`config.mk`:
```
export PLATFORM = sky130hd
export DESIGN_NAME = mem_store_unit
export DESIGN_NICKNAME = d
export VERILOG_FILES = /design/src/rtl/mem_pkg.sv /design/src/rtl/store_fifo.sv /design/src/rtl/mem_store_unit.sv
export SDC_FILE = /design/constraint.sdc
export NUM_CORES = 2
export LEC_CHECK = 0
export BUFFER_PORTS_ARGS = -buffer_cell sky130_fd_sc_hd__buf_2
export CAP_MARGIN = 20
export CELL_PAD_IN_SITES_DETAIL_PLACEMENT = 1
export CELL_PAD_IN_SITES_GLOBAL_PLACEMENT = 1
export CORE_MARGIN = 1.5
export CORE_UTILIZATION = 35
export CTS_CLUSTER_DIAMETER = 60
export DETAILED_ROUTE_END_ITERATION = 10
export PLACE_DENSITY = 0.65
export SLEW_MARGIN = 20
export SYNTH_ARGS = -nofsm -noshare
export SYNTH_HDL_FRONTEND = slang
export SYNTH_HIERARCHICAL = 1
export SYNTH_SLANG_ARGS = --single-unit
```
`constraint.sdc`:
```
create_clock -name iCLK -period 4.1 [get_ports iCLK]
set_input_delay 0.615 -clock iCLK [delete_from_list [all_inputs] [get_ports iCLK]]
set_output_delay 0.615 -clock iCLK [all_outputs]
set_load 0.02 [all_outputs]
```
`src/rtl/mem_pkg.sv`:
```
// Shared store-path types: opcode constants, access sizes,
// drain FSM states and the store-queue entry layout.
package mem_pkg;

   localparam logic [10:0] OPC_D_STUR  = 11'b11111000000;
   localparam logic [10:0] OPC_D_STURW = 11'b10111000000;
   localparam logic [10:0] OPC_D_STURH = 11'b01111000000;
   localparam logic [10:0] OPC_D_STURB = 11'b00111000000;

   typedef enum logic [1:0] {
      SZ_B,
      SZ_H,
      SZ_W,
      SZ_D
   } st_size_e;

   typedef enum logic [1:0] {
      S_IDLE,
      S_LO,
      S_HI
   } drain_state_e;

   // Entry layout for the default 64-bit bus build.
   localparam int ST_DATA_W = 64;
   localparam int ST_ADDR_W = 64;
   localparam int ST_NB     = ST_DATA_W / 8;

   typedef struct packed {
      logic [ST_ADDR_W-1:0]   base;
      logic [2*ST_DATA_W-1:0] wdata;
      logic [2*ST_NB-1:0]     wbe;
      logic                   split;
   } store_entry_t;

   function automatic logic is_store(input logic [10:0] iOpcode);
      return (iOpcode == OPC_D_STUR)  || (iOpcode == OPC_D_STURW) ||
             (iOpcode == OPC_D_STURH) || (iOpcode == OPC_D_STURB);
   endfunction

   function automatic st_size_e opc_to_size(input logic [10:0] iOpcode);
      st_size_e sz;
      sz = SZ_D;
      unique case (1'b1)
         (iOpcode == OPC_D_STURB): sz = SZ_B;
         (iOpcode == OPC_D_STURH): sz = SZ_H;
         (iOpcode == OPC_D_STURW): sz = SZ_W;
         default:                  sz = SZ_D;
      endcase
      return sz;
   endfunction

endpackage

```
`src/rtl/store_fifo.sv`:
```
// In-order DEPTH x W store queue; the extra count bit
// separates full from empty while pointers wrap.
module store_fifo
   import mem_pkg::*;
#(
   parameter int W     = 8,
   parameter int DEPTH = 4
) (
   input  logic                     clk_i,
   input  logic                     rst_ni,
   input  logic                     push_i,
   input  logic [W-1:0]             data_i,
   input  logic                     pop_i,
   output logic [W-1:0]             data_o,
   output logic                     full_o,
   output logic                     empty_o,
   output logic [$clog2(DEPTH):0]   count_o
);

   localparam int AW = $clog2(DEPTH);
   localparam int CW = AW + 1;

   logic [W-1:0]  mem_q [DEPTH];
   logic [AW-1:0] wr_q, rd_q;
   logic [CW-1:0] cnt_q;
   logic          do_push, do_pop;

   assign full_o  = (cnt_q == CW'(DEPTH));
   assign empty_o = (cnt_q == '0);
   assign count_o = cnt_q;
   assign data_o  = mem_q[rd_q];
   assign do_push = push_i && !full_o;
   assign do_pop  = pop_i && !empty_o;

   // Storage, pointers and occupancy.
   always_ff @(posedge clk_i or negedge rst_ni) begin
      if (!rst_ni) begin
         wr_q  <= '0;
         rd_q  <= '0;
         cnt_q <= '0;
         for (int i = 0; i < DEPTH; i++) mem_q[i] <= '0;
      end else begin
         if (do_push) begin
            mem_q[wr_q] <= data_i;
            wr_q        <= wr_q + 1'b1;
         end
         if (do_pop) rd_q <= rd_q + 1'b1;
         if (do_push && !do_pop) cnt_q <= cnt_q + 1'b1;
         else if (do_pop && !do_push) cnt_q <= cnt_q - 1'b1;
      end
   end

endmodule

```
`src/rtl/mem_store_unit.sv`:
```
// Store path: decode, lane-align, queue, and drain to the
// memory port as one or two beats per store.
module mem_store_unit
   import mem_pkg::*;
#(
   parameter int DATA_W         = 64,
   parameter int ADDR_W         = 64,
   parameter int DEPTH          = 4,
   parameter int ALLOW_MISALIGN = 1
) (
   input  logic                   iCLK,
   input  logic                   iRSTn,
   input  logic                   iReqValid,
   output logic                   oReqReady,
   input  logic [10:0]            iOpcode,
   input  logic [ADDR_W-1:0]      iAddr,
   input  logic [DATA_W-1:0]      iData,
   output logic                   oMemValid,
   input  logic                   iMemReady,
   output logic [ADDR_W-1:0]      oMemAddr,
   output logic [DATA_W-1:0]      oMemData,
   output logic [DATA_W/8-1:0]    oMemByteEnable,
   output logic                   oMisalignErr,
   output logic [$clog2(DEPTH):0] oCount,
   output logic                   oBusy
);

   localparam int NB = DATA_W / 8;
   localparam int OW = $clog2(NB);
   localparam int CW = $clog2(DEPTH) + 1;

   typedef struct packed {
      logic [ADDR_W-1:0]   base;
      logic [2*DATA_W-1:0] wdata;
      logic [2*NB-1:0]     wbe;
      logic                split;
   } entry_t;

   localparam int EW = $bits(entry_t);

   st_size_e            sz;
   logic                st_ok, misal, reject, fire, push, pop;
   logic [OW-1:0]       off;
   logic [2*DATA_W-1:0] trunc;
   logic [7:0]          be_base;
   logic [2*NB-1:0]     wbe;
   entry_t              in_e, head;
   logic                full, empty, remain;
   logic [CW-1:0]       count;
   drain_state_e        state_q, state_d;
   logic                err_q, err_d;

   // Decode size, truncate data and lane-align data/enables.
   always_comb begin
      sz    = opc_to_size(iOpcode);
      st_ok = is_store(iOpcode);
      off   = iAddr[OW-1:0];
      trunc = '0;
      be_base = 8'h00;
      misal = 1'b0;
      unique case (sz)
         SZ_B: begin
            trunc   = {{(2*DATA_W-8){1'b0}}, iData[7:0]};
            be_base = 8'h01;
         end
         SZ_H: begin
            trunc   = {{(2*DATA_W-16){1'b0}}, iData[15:0]};
            be_base = 8'h03;
            misal   = iAddr[0];
         end
         SZ_W: begin
            trunc   = {{(2*DATA_W-32){1'b0}}, iData[31:0]};
            be_base = 8'h0F;
            misal   = |iAddr[1:0];
         end
         SZ_D: begin
            trunc   = {{(2*DATA_W-64){1'b0}}, iData[63:0]};
            be_base = 8'hFF;
            misal   = |iAddr[2:0];
         end
      endcase
      wbe        = {{(2*NB-8){1'b0}}, be_base} << off;
      in_e.base  = {iAddr[ADDR_W-1:OW], {OW{1'b0}}};
      in_e.wdata = trunc << {off, 3'b000};
      in_e.wbe   = wbe;
      in_e.split = |wbe[2*NB-1:NB];
   end

   assign oReqReady = !full;
   assign fire      = iReqValid && oReqReady;
   assign reject    = st_ok && misal && (ALLOW_MISALIGN == 0);
   assign push      = fire && st_ok && !reject;
   assign err_d     = fire && reject;
   assign oMisalignErr = err_q;
   assign oCount    = count;
   assign oBusy     = !empty || (state_q != S_IDLE);

   store_fifo #(
      .W     (EW),
      .DEPTH (DEPTH)
   ) u_fifo (
      .clk_i   (iCLK),
      .rst_ni  (iRSTn),
      .push_i  (push),
      .data_i  (in_e),
      .pop_i   (pop),
      .data_o  (head),
      .full_o  (full),
      .empty_o (empty),
      .count_o (count)
   );

   // Drain state and registered reject pulse.
   always_ff @(posedge iCLK or negedge iRSTn) begin
      if (!iRSTn) begin
         state_q <= S_IDLE;
         err_q   <= 1'b0;
      end else begin
         state_q <= state_d;
         err_q   <= err_d;
      end
   end

   // Beat selection and next state; a split head stays queued
   // until its high beat is taken, so entries never interleave.
   always_comb begin
      state_d        = state_q;
      pop            = 1'b0;
      oMemValid      = 1'b0;
      oMemAddr       = '0;
      oMemData       = '0;
      oMemByteEnable = '0;
      remain         = (count > CW'(1)) || push;
      case (state_q)
         S_IDLE: begin
            if (!empty) state_d = S_LO;
         end
         S_LO: begin
            oMemValid      = 1'b1;
            oMemAddr       = head.base;
            oMemData       = head.wdata[DATA_W-1:0];
            oMemByteEnable = head.wbe[NB-1:0];
            if (iMemReady) begin
               if (head.split) begin
                  state_d = S_HI;
               end else begin
                  pop     = 1'b1;
                  state_d = remain ? S_LO : S_IDLE;
               end
            end
         end
         S_HI: begin
            oMemValid      = 1'b1;
            oMemAddr       = head.base + ADDR_W'(NB);
            oMemData       = head.wdata[2*DATA_W-1:DATA_W];
            oMemByteEnable = head.wbe[2*NB-1:NB];
            if (iMemReady) begin
               pop     = 1'b1;
               state_d = remain ? S_LO : S_IDLE;
            end
         end
         default: state_d = S_IDLE;
      endcase
   end

endmodule

```
==> run_results.csv <==
group,metric,value,unit
run_status,status,"finished with violations",
run_status,violations,"setup timing",
pwr,pwr-share-comb,20.9,%
pwr,swShare,29.81,%
sta,fin_ws,-0.1963,ns
synthesis,synth_cell_types,75,
setup_path,crit_buf_inv,5,
die,rows,130,
grt,use_met2,34.89,%
sta,finalSetupViolCount,14,
die,die_x,358.6,um
pwr,power.density,423.9,mW/mm^2
grt,grt_pass1_wl,210400,um
sta,setup_tns,-0.9282,ns
die,die-area,0.1286,mm^2
job,cap_violations,0,
synthesis,ys_warn_count,6,
synthesis,syn_inst,3071,
setup_path,cp.arrival,3.68,ns
setup_path,r2r_start,"u_fifo/rd_q[0]$_DFFE_PN0P_",
placement,dpl.hpwl,91640,um
sta,fin_crit,4.296,ns
setup_path,critPathLaunch,"u_fifo/rd_q[0]$_DFFE_PN0P_",
grt,grt-busiest-layer,"met2",
setup_path,cp_max_fo,7,
synthesis,synthArstFlopShare,100.0,%
cells_and_area,fin_nets,3618,
grt,grt_pass1_vias,31210,
pwr,p_sw,6703,uW
synthesis,ys_top_cells_by_area,"dfrtp_1, mux2_4, mux2_2",
setup_path,cp-end-kind,"primary output",
setup_path,reg2reg_to,"u_fifo/count_o[1]$_DFFE_PN0P_",
sta,slew_viol_final,0,
route,ant_nets,0,
grt,grt_overflow,0,
setup_path,cpLargestDelayFamily,"simple AND/OR/NAND/NOR gates",
grt,grtUsageMet3,3.178,%
pwr,p_clk_share,41.1,%
setup_path,reg2regPathDepth,12,
sta,clock_skew,0.02505,ns
setup_path,timing_worst_setup_path_type,"reg -> out",
sta,worst_pin_slew,1.135,ns
die,coreArea,0.1256,mm^2
clock_network,root_buffer,"clkbuf_16",
route,wl_per_cell,27.09,um
grt,gr-usage-all-layers,21.65,%
route,first_iter_violations,2063,
sta,timing.hold.ws,0.1975,ns
die,die_y,358.6,um
synthesis,synth_seq_area_share,47.78,%
cells_and_area,area_growth,19.85,%
setup_path,cp_slowest_cell,"dfrtp_4",
cells_and_area,final_cells,5203,
route,dr_total_vias,29250,
grt,grt_max_degree,125,
setup_path,worst_path_most_repeated_cell,"buf_6",
synthesis,ys.flop_type,"dfrtp_1",
route,drt-total-wl,140900,um
synthesis,yosys.area.top_type,"dfrtp_1",
placement,port_buffers,284,
setup_path,slowest_delay,0.57,ns
pwr,internal-power,15780,uW
synthesis,ys_ff_latch,845,
clock_network,cts.clk_slew.worst_paths,0.06,ns
setup_path,worst-path-stages,11,
grt,antenna_found_initial,17,
placement,dp.cells,4930,
sta,rsz0062_at_grt,"true",
pwr,ir_drop,0.0004270,V
clock_network,cts.sinks,845,
clock_network,cts_htree_levels,3,
clock_network,clk_latency,0.70,ns
pwr,seqPwrFrac,38.0,%
route,viasPerCell,5.622,
placement,place_congestion,0.8553,
min_path,min_path_type,"in -> reg",
cells_and_area,drive_gt1_share,52.07,%
sta,relSlewSlack,23.54,%
setup_path,reg2reg_slack,0.55,ns
setup_path,critical_path_required,3.48,ns
setup_path,startpoint_type,"flip-flop",
pwr,p_leak,0.02451,uW
synthesis,synth_edf_count,0,
sta,hold_viol_final,0,
sta,fin_crit_sh,104.8,%
die,start_util,35.25,%
sta,max_freq,232.8,MHz
synthesis,synth_top_area_share,47.78,%
synthesis,syn_area_per_cell,14.41,um^2
route,drc,0,
die,num_io_pins,286,
setup_path,crit_chain,"buf_12 > buf_16 > mux4_2 > nand4_1 > buf_6 > nor4_4 > nand4_1 > buf_6 > or4_4 > nand3_4 > buf_6",
route,first_pass_iters,5,
clock_network,cts_tree,"built",
grt,grt_use_met1,30.51,%
synthesis,netlist_area,0.04426,mm^2
setup_path,crit_end,"oMemAddr[57]",
clock_network,numCtsBuffers,100,
clock_network,ctsLongestPathBuffers,3,
-- logic make-up (layout without fill, tap and decap cells) --
logic type	count (synthesis)	in the layout	share of synthesized area (%)
multiplexers	1097	1097	36.55
flip-flops	845	845	47.78
AND/OR/NAND/NOR	491	491	6.234
AO/OA/AOI/OAI	349	349	5.521
buffers and inverters	264	692	3.325
XOR/XNOR	13	13	0.2573
adder cells (fa/ha/maj)	11	11	0.3279
other	1	55	0.008473
-- layout make-up --
class                           count  area [um^2]
Sequential cell                   845        21150
Antenna cell                        6        15.01
Clock buffer                      135         2868
Fill cell                       12820        72520
Multi-Input combinational cell   2010        22500
Timing Repair Buffer              481         3787
Inverter                           26        97.59
Tap cell                         1650         2064
Clock inverter                     50        558.0
-- cell usage in the layout (no fill, tap or decap), types with 35 or more instances in the layout --
master and count:
and2_1 46, mux4_2 209, nor2_1 63, buf_6 35
mux2_4 400, buf_4 144, buf_12 40, o21ai_0 38
buf_2 252, nor2b_1 83, a22oi_1 94, conb_1 49
nand4_1 35, mux2_2 463, nand2_1 97, dfrtp_1 843
clkbuf_16 105
-- state kept, by name, indices dropped and copies added (netlist names) --
name            flops
u_fifo/wr_q         2
u_fifo/count_o      3
u_fifo/mem_q      836
u_fifo/rd_q         2
state_q             2
-- through the flow --
| stage | utilization, % | power [uW] | setup slack (ns) | area, um^2 |
|---|---|---|---|---|
| after floorplan | - | 11280 | 0.4256 | 44440 |
| after global placement | 38.21 | 12950 | -0.09720 | 47980 |
| after detailed placement | 38.21 | 12980 | -0.01400 | 47980 |
| after CTS | 41.74 | 22640 | -0.1408 | 52420 |
| after global routing | 42.24 | 23360 | -0.2671 | 53040 |
| final | 42.24 | 22480 | -0.1963 | 53050 |
-- timing repair --
item | CTS | global route
pin swaps | 20 | 35
buffers inserted | 48 | 28
hold buffers | 0 | 1
endpoints found under the hold margin | 0 | 8
gates resized for setup | 125 | 83
cloned | 4 | 2
endpoints found under the setup margin | 80 | 54
-- per-layer routing --
metal | wire length (um) | share of wire (%)
met3 | 6247 | 4.4
met2 | 67660 | 48
met5 | 103 | 0.073
met4 | 3511 | 2.5
met1 | 63410 | 45
-- cells in the mapped netlist (34+ instances only) --
cell      count
nand4_1      35
mux4_2      209
nor2b_1      83
clkbuf_1     91
nand2_1     101
buf_2        81
mux2_2      463
nand3_1      34
dfrtp_1     845
and2_1       45
nor2_1       68
mux2_4      400
buf_6        50
a22oi_1     108
o21ai_0      50
-- power by group through the flow --
stage / clock [uW] / combinational, uW / sequential, uW
after floorplan: 0 / 2620 / 8650
after global placement: 0 / 4260 / 8690
after detailed placement: 0 / 4280 / 8700
after CTS: 9470 / 4630 / 8540
after global routing: 9800 / 5010 / 8550
final: 9250 / 4690 / 8540
-- worst min path at each step --
| stage | from | to | slack (ns) | cells after the start |
|---|---|---|---|---|
| 2_1_floorplan | iRSTn | state_q[0]$_DFFE_PN0P_ | 0.32 | 0 |
| 5_1_grt | iAddr[53] | u_fifo/mem_q[198]$_DFFE_PN0P_ | 0.17 | 2 |
| 3_5_place_dp | u_fifo/mem_q[388]$_DFFE_PN0P_ | u_fifo/mem_q[388]$_DFFE_PN0P_ | 0.49 | 1 |
| 6_report | iAddr[53] | u_fifo/mem_q[198]$_DFFE_PN0P_ | 0.20 | 2 |
| 3_3_place_gp | u_fifo/mem_q[267]$_DFFE_PN0P_ | u_fifo/mem_q[267]$_DFFE_PN0P_ | 0.48 | 1 |
| 4_1_cts | iRSTn | u_fifo/mem_q[195]$_DFFE_PN0P_ | 0.02 | 1 |
No activity file was read; power rests on OpenSTA's default activity.
